--- src/rtl/pixel_stream_fifo_if.sv ---
// pixel_stream_fifo_if: AXI-Stream style upstream (s_*) and downstream (m_*)
// handshake bundle for the pixel stream FIFO. The FIFO takes the slave
// modport; the driving/consuming environment takes the master modport.
interface pixel_stream_fifo_if;
   logic [31:0] s_TDATA;
   logic        s_TVALID;
   logic        s_TREADY;
   logic [31:0] m_TDATA;
   logic        m_TVALID;
   logic        m_TREADY;

   modport slave (
      input  s_TDATA, s_TVALID, m_TREADY,
      output s_TREADY, m_TDATA, m_TVALID
   );

   modport master (
      output s_TDATA, s_TVALID, m_TREADY,
      input  s_TREADY, m_TDATA, m_TVALID
   );
endinterface

--- src/rtl/pixel_stream_fifo.sv ---
// pixel_stream_fifo: elastic first-word-fall-through buffer for 32-bit pixel
// words (R[7:0], G[15:8], B[23:16], metadata[31:24]) carried unmodified.
// Occupancy is tracked in a dedicated counter, so full/empty never depend on
// pointer comparison. Define PSF_STATS_EN to add popped-word and
// start-of-frame counters (frame_cnt, pixel_cnt).
module pixel_stream_fifo #(
   parameter int unsigned DEPTH        = 16,
   parameter int unsigned AFULL_THRESH = 12,
   parameter logic [7:0]  SOF_CODE     = 8'h01
) (
   input  logic                   clk,
   input  logic                   rst,
   input  logic                   flush,
   pixel_stream_fifo_if.slave     bus,
   output logic [$clog2(DEPTH):0] level,
   output logic                   almost_full
`ifdef PSF_STATS_EN
   ,
   output logic [15:0]            frame_cnt,
   output logic [31:0]            pixel_cnt
`endif
);

   localparam int unsigned AW = $clog2(DEPTH);
   localparam int unsigned CW = AW + 1;
   localparam logic [CW-1:0] DEPTH_L = CW'(DEPTH);
   localparam logic [CW-1:0] AFULL_L = CW'(AFULL_THRESH);

   if ((DEPTH < 4) || ((DEPTH & (DEPTH - 1)) != 0) || (AFULL_THRESH > DEPTH)) begin : g_param_check
      $error("pixel_stream_fifo: DEPTH must be a power of 2 >= 4 and AFULL_THRESH <= DEPTH");
   end

   logic [31:0]   mem_q [DEPTH];
   logic [AW-1:0] wp_q, wp_d;
   logic [AW-1:0] rp_q, rp_d;
   logic [CW-1:0] cnt_q, cnt_d;
   logic          afull_q;
   logic          s_tready_s;
   logic          m_tvalid_s;
   logic          push_s;
   logic          pop_s;

   // Ready drops while full (no same-cycle passthrough) and during flush.
   assign s_tready_s   = (cnt_q != DEPTH_L) & ~flush;
   assign m_tvalid_s   = (cnt_q != {CW{1'b0}});
   assign push_s       = bus.s_TVALID & s_tready_s;
   assign pop_s        = m_tvalid_s & bus.m_TREADY;

   assign bus.s_TREADY = s_tready_s;
   assign bus.m_TVALID = m_tvalid_s;
   assign bus.m_TDATA  = mem_q[rp_q];
   assign level        = cnt_q;
   assign almost_full  = afull_q;

   // Next-state pointers and occupancy; flush overrides any push or pop.
   always_comb begin
      wp_d  = wp_q;
      rp_d  = rp_q;
      cnt_d = cnt_q;
      if (flush) begin
         wp_d  = {AW{1'b0}};
         rp_d  = {AW{1'b0}};
         cnt_d = {CW{1'b0}};
      end else begin
         if (push_s) begin
            wp_d = wp_q + AW'(1);
         end else begin
            wp_d = wp_q;
         end
         if (pop_s) begin
            rp_d = rp_q + AW'(1);
         end else begin
            rp_d = rp_q;
         end
         case ({push_s, pop_s})
            2'b10:   cnt_d = cnt_q + CW'(1);
            2'b01:   cnt_d = cnt_q - CW'(1);
            default: cnt_d = cnt_q;
         endcase
      end
   end

   // Control state; almost_full follows next-state count to line up with level.
   always_ff @(posedge clk) begin
      if (rst) begin
         wp_q    <= {AW{1'b0}};
         rp_q    <= {AW{1'b0}};
         cnt_q   <= {CW{1'b0}};
         afull_q <= 1'b0;
      end else begin
         wp_q    <= wp_d;
         rp_q    <= rp_d;
         cnt_q   <= cnt_d;
         afull_q <= (cnt_d >= AFULL_L);
      end
   end

   // Storage write; contents are never cleared, only pointers are.
   always_ff @(posedge clk) begin
      if (push_s) begin
         mem_q[wp_q] <= bus.s_TDATA;
      end
   end

`ifdef PSF_STATS_EN
   logic [15:0] frame_cnt_q;
   logic [31:0] pixel_cnt_q;

   assign frame_cnt = frame_cnt_q;
   assign pixel_cnt = pixel_cnt_q;

   // Popped-word and start-of-frame counters; cleared by rst only, not flush.
   always_ff @(posedge clk) begin
      if (rst) begin
         frame_cnt_q <= 16'd0;
         pixel_cnt_q <= 32'd0;
      end else if (pop_s) begin
         pixel_cnt_q <= pixel_cnt_q + 32'd1;
         if (bus.m_TDATA[31:24] == SOF_CODE) begin
            frame_cnt_q <= frame_cnt_q + 16'd1;
         end
      end
   end
`else
   // Statistics disabled: SOF_CODE has no consumer and no counter flops exist.
   logic [7:0] unused_sof_s;
   assign unused_sof_s = SOF_CODE;
`endif

endmodule

--- src/flat_wrapper.sv ---
// flat-port wrapper written by rule: the top's interface ports become plain ports
module pixel_stream_fifo_flat 
#(
   parameter int unsigned DEPTH        = 16,
   parameter int unsigned AFULL_THRESH = 12,
   parameter logic [7:0]  SOF_CODE     = 8'h01
)
  (clk, rst, flush, level, almost_full, bus_s_TDATA, bus_s_TVALID, bus_m_TREADY, bus_s_TREADY, bus_m_TDATA, bus_m_TVALID);
  pixel_stream_fifo_if bus_i ();
  input  logic clk;
  input  logic rst;
  input  logic flush;
  output logic [$clog2(DEPTH):0] level;
  output logic almost_full;
  input wire logic [$bits(bus_i.s_TDATA)-1:0] bus_s_TDATA;
  input wire logic [$bits(bus_i.s_TVALID)-1:0] bus_s_TVALID;
  input wire logic [$bits(bus_i.m_TREADY)-1:0] bus_m_TREADY;
  output wire logic [$bits(bus_i.s_TREADY)-1:0] bus_s_TREADY;
  output wire logic [$bits(bus_i.m_TDATA)-1:0] bus_m_TDATA;
  output wire logic [$bits(bus_i.m_TVALID)-1:0] bus_m_TVALID;
  assign bus_i.s_TDATA = bus_s_TDATA;
  assign bus_i.s_TVALID = bus_s_TVALID;
  assign bus_i.m_TREADY = bus_m_TREADY;
  assign bus_s_TREADY = bus_i.s_TREADY;
  assign bus_m_TDATA = bus_i.m_TDATA;
  assign bus_m_TVALID = bus_i.m_TVALID;
  pixel_stream_fifo #(.DEPTH(DEPTH), .AFULL_THRESH(AFULL_THRESH), .SOF_CODE(SOF_CODE)) u_core (.clk(clk), .rst(rst), .flush(flush), .bus(bus_i), .level(level), .almost_full(almost_full));
endmodule
--- config.mk ---
export PLATFORM = sky130hd
export DESIGN_NAME = pixel_stream_fifo_flat
export DESIGN_NICKNAME = d
export VERILOG_FILES = /design/src/rtl/pixel_stream_fifo_if.sv /design/src/rtl/pixel_stream_fifo.sv /design/src/flat_wrapper.sv
export SDC_FILE = /design/constraint.sdc
export NUM_CORES = 1
export LEC_CHECK = 0
export CAP_MARGIN = 5
export CORE_MARGIN = 2
export CORE_UTILIZATION = 45
export CTS_CLUSTER_DIAMETER = 30
export DETAILED_ROUTE_END_ITERATION = 12
export PLACE_DENSITY = 0.65
export SYNTH_ARGS = -nofsm -noshare
export SYNTH_HDL_FRONTEND = slang
export SYNTH_SLANG_ARGS = --single-unit
--- constraint.sdc ---
create_clock -name clk -period 6.22 [get_ports clk]
set_input_delay 0.933 -clock clk [delete_from_list [all_inputs] [get_ports clk]]
set_output_delay 0.933 -clock clk [all_outputs]
set_load 0.02 [all_outputs]
==> results.cfg <==
[grt]
top_usage_layer = met2
grt_pass1_vias = 10030
antenna_found_initial = 1
met2_usage_pct = 30.1
grtUsageMet3_pct = 4.28
grt_pass1_wl_um = 65200
grt_start_max_net_pins = 79
overflow = 0
grt.total_usage_pct = 19.2
grtUsageMet1_pct = 26.6

[yosys]
yosysWarnings = 0
synth_top_area_share_pct = 75.7
synth_area_leader_cell = edfxtp_1
yosysSeqAreaShare_pct = 77.5
synth-edff-count = 512
synth.most_common_cell = edfxtp_1
synth_cell_types = 35
ys_async_sr_fraction_pct = 0
synth_area_um2 = 20300
ys_ff_latch = 530
syn_nets = 870
synth.top_cells.by_area = edfxtp_1 (76%), mux4_2 (14%), mux4_1 (4.1%)
synthTopCellsByCount = edfxtp_1 (512), mux4_2 (128), mux4_1 (32)
syn_area_per_cell_um2 = 24.6
synth_ff_type = edfxtp_1
syn_inst = 825

[timing]
min_period_ps = 4660
worstMarginPinSlew_ps = 1000
whs_ps = 532
slew_headroom_pct = 32.9
finalWorstSetupSlack_ps = 1560
rsz0062_at_grt = false
post-route-period-util_pct = 75.0
hold_viol = 0
setup_viol = 0
fmax_mhz = 214
skew_ps = 13.9
slew_viol_final = 0
finalSetupTns_ps = 0

[critical_path]
slowest_delay_ps = 710
cp-end-kind = primary output
crit_required_ps = 5290
arrival_ps = 3730
rrSetupSlack_ps = 2970
crit_buf_inv = 2
reg2reg_to = u_core.mem_q[4][24]$_DFFE_PP_
cp-endpoint = bus_m_TDATA[1]
critPathKind = flop to primary output
reg2reg_from = u_core.level[1]$_SDFF_PP0_
crit_slowest_cell = dfxtp_4
ff2ff_path_depth = 5
cp.depth = 4
critical_path.max_fanout = 78
cp_top_family = multiplexers
crit_chain = buf_12, mux4_1, mux4_2, clkdlybuf4s50_1
worst_setup_path_start_kind = flop

[placed_design]
dp_slack_ps = 2150
io_buffer_count = 76
hpwlAfterDp_um = 21600
dp.cells = 1475
postPlaceCellArea_um2 = 21900
finalWeightedCongestion = 0.711

[floorplan]
fp.dieH_um = 216
start_util_pct = 45.7
rows = 77
io_pins = 77
die_w_um = 216
die_area_um2 = 46900
core_area_um2 = 44400

[cells_and_area]
fin_area_um2 = 25500
fin_nets = 1035
drive_gt1_share_pct = 32.4
regArea_um2 = 15700
nFillCells = 3081
multiInputGateArea_um2 = 4390
num_antenna_cells = 0
area_growth_pct = 25.7
post_layout_nonfiller_instances = 1672

[clock_network]
post_cts.repair.setup_buffers = 0
cts_sinks = 530
clk_latency_ps = 620
root_buffer = clkbuf_16
cts_hold_buffers = 0
clk_pin_slew_ps = 50
tritoncts = done
h-tree-depth = 3
cts-resized-gates = 0
clockBufferDepth = 3
cts_buffers = 105

[power]
vdd_ir_drop_max_mv = 0.208
p_leak_nw = 8.06
power.density_nw_per_um2 = 385

[drt]
via_per_inst = 5.59
first_pass_iters = 4
route.detailed.drc = 0
wl_per_cell_um = 26.0
num_vias = 9350
drtIter0Drc = 782
ant_nets = 0
drt_wl_total_um = 43500

[flow_run]
max_cap_violations = 0

[outcome]
outcome = finished clean

[worst_hold_path]
hp-class = flop to flop
[worst min-delay path by stage]
stage,depth (start not counted),end,from
5_1_grt,2,u_core.rp_q[3]$_SDFFE_PP0N_,u_core.rp_q[3]$_SDFFE_PP0N_
2_1_floorplan,2,flop,u_core.rp_q[3]$_SDFFE_PP0N_
3_3_place_gp,2,flop,u_core.rp_q[3]$_SDFFE_PP0N_
4_1_cts,2,u_core.rp_q[3]$_SDFFE_PP0N_,u_core.rp_q[3]$_SDFFE_PP0N_
3_5_place_dp,2,flop,u_core.rp_q[3]$_SDFFE_PP0N_
6_report,2,flop,u_core.rp_q[3]$_SDFFE_PP0N_
[cell families (layout without fill, tap and decap cells)]
kind of cell | after synthesis | count (layout) | synth area share (%)
buffers and inverters | 48 | 303 | 1.46
AND/OR/NAND/NOR | 53 | 53 | 1.25
multiplexers | 162 | 162 | 18.4
flip-flops | 530 | 530 | 77.5
AO/OA/AOI/OAI | 12 | 12 | 0.400
XOR/XNOR | 12 | 12 | 0.517
adder cells (fa/ha/maj) | 8 | 8 | 0.493
[where the power goes]
part | internal, mW | switching [mW] | total (mW)
combinational | 0.0842 | 0.108 | 0.192
clock | 3.87 | 1.84 | 5.70
sequential | 3.94 | 0.00690 | 3.94
total | 7.89 | 1.95 | 9.84
[stage by stage]
stage	util [%]	total power, mW
after detailed placement	49.2	4.20
after global placement	49.2	4.20
after global routing	57.5	10.1
after CTS	57.5	9.91
final	57.5	9.84
after floorplan	-	4.09
[sequential cells by signal, summed over array words and instances, names as in the netlist, named ones only]
register	count
u_core.rp_q	4
u_core.wp_q	4
u_core.level	5
u_core.almost_full	1
u_core.mem_q	512
[worst reg2reg max path: stages (launching register included)]
cell      delay, ps
dfxtp_1         520
nor4_2          140
a211oi_2        650
nand2_1         390
nor2_4          870
buf_4           380
[placed cells by master, fill, tap and decap left out, drive strengths merged, types with 6 or more instances in the layout]
cell type / instances
a21oi: 6
buf: 24
bufinv: 16
clkbuf: 124
clkdlybuf4s50: 76
clkinv: 29
clkinvlp: 21
dfxtp: 18
edfxtp: 512
ha: 8
inv: 13
mux4: 160
nand2: 8
nor2: 27
xor2: 7
[routing by layer]
metal / wire [µm] / up-vias
li1: - / 3948
met1: 18800 / 5022
met2: 21300 / 315
met3: 2550 / 63
met4: 821 / 2
met5: 13 / -
[cell type report]
type	instances	share of cell area [%]
clock inverters	73	3.39
clock buffers	124	10.9
repair buffers	100	3.78
inverters	6	0.0882
well taps	592	2.90
multi-input cells	247	17.2
flip-flops and latches	530	61.7
(Power assumes the default switching activity.)
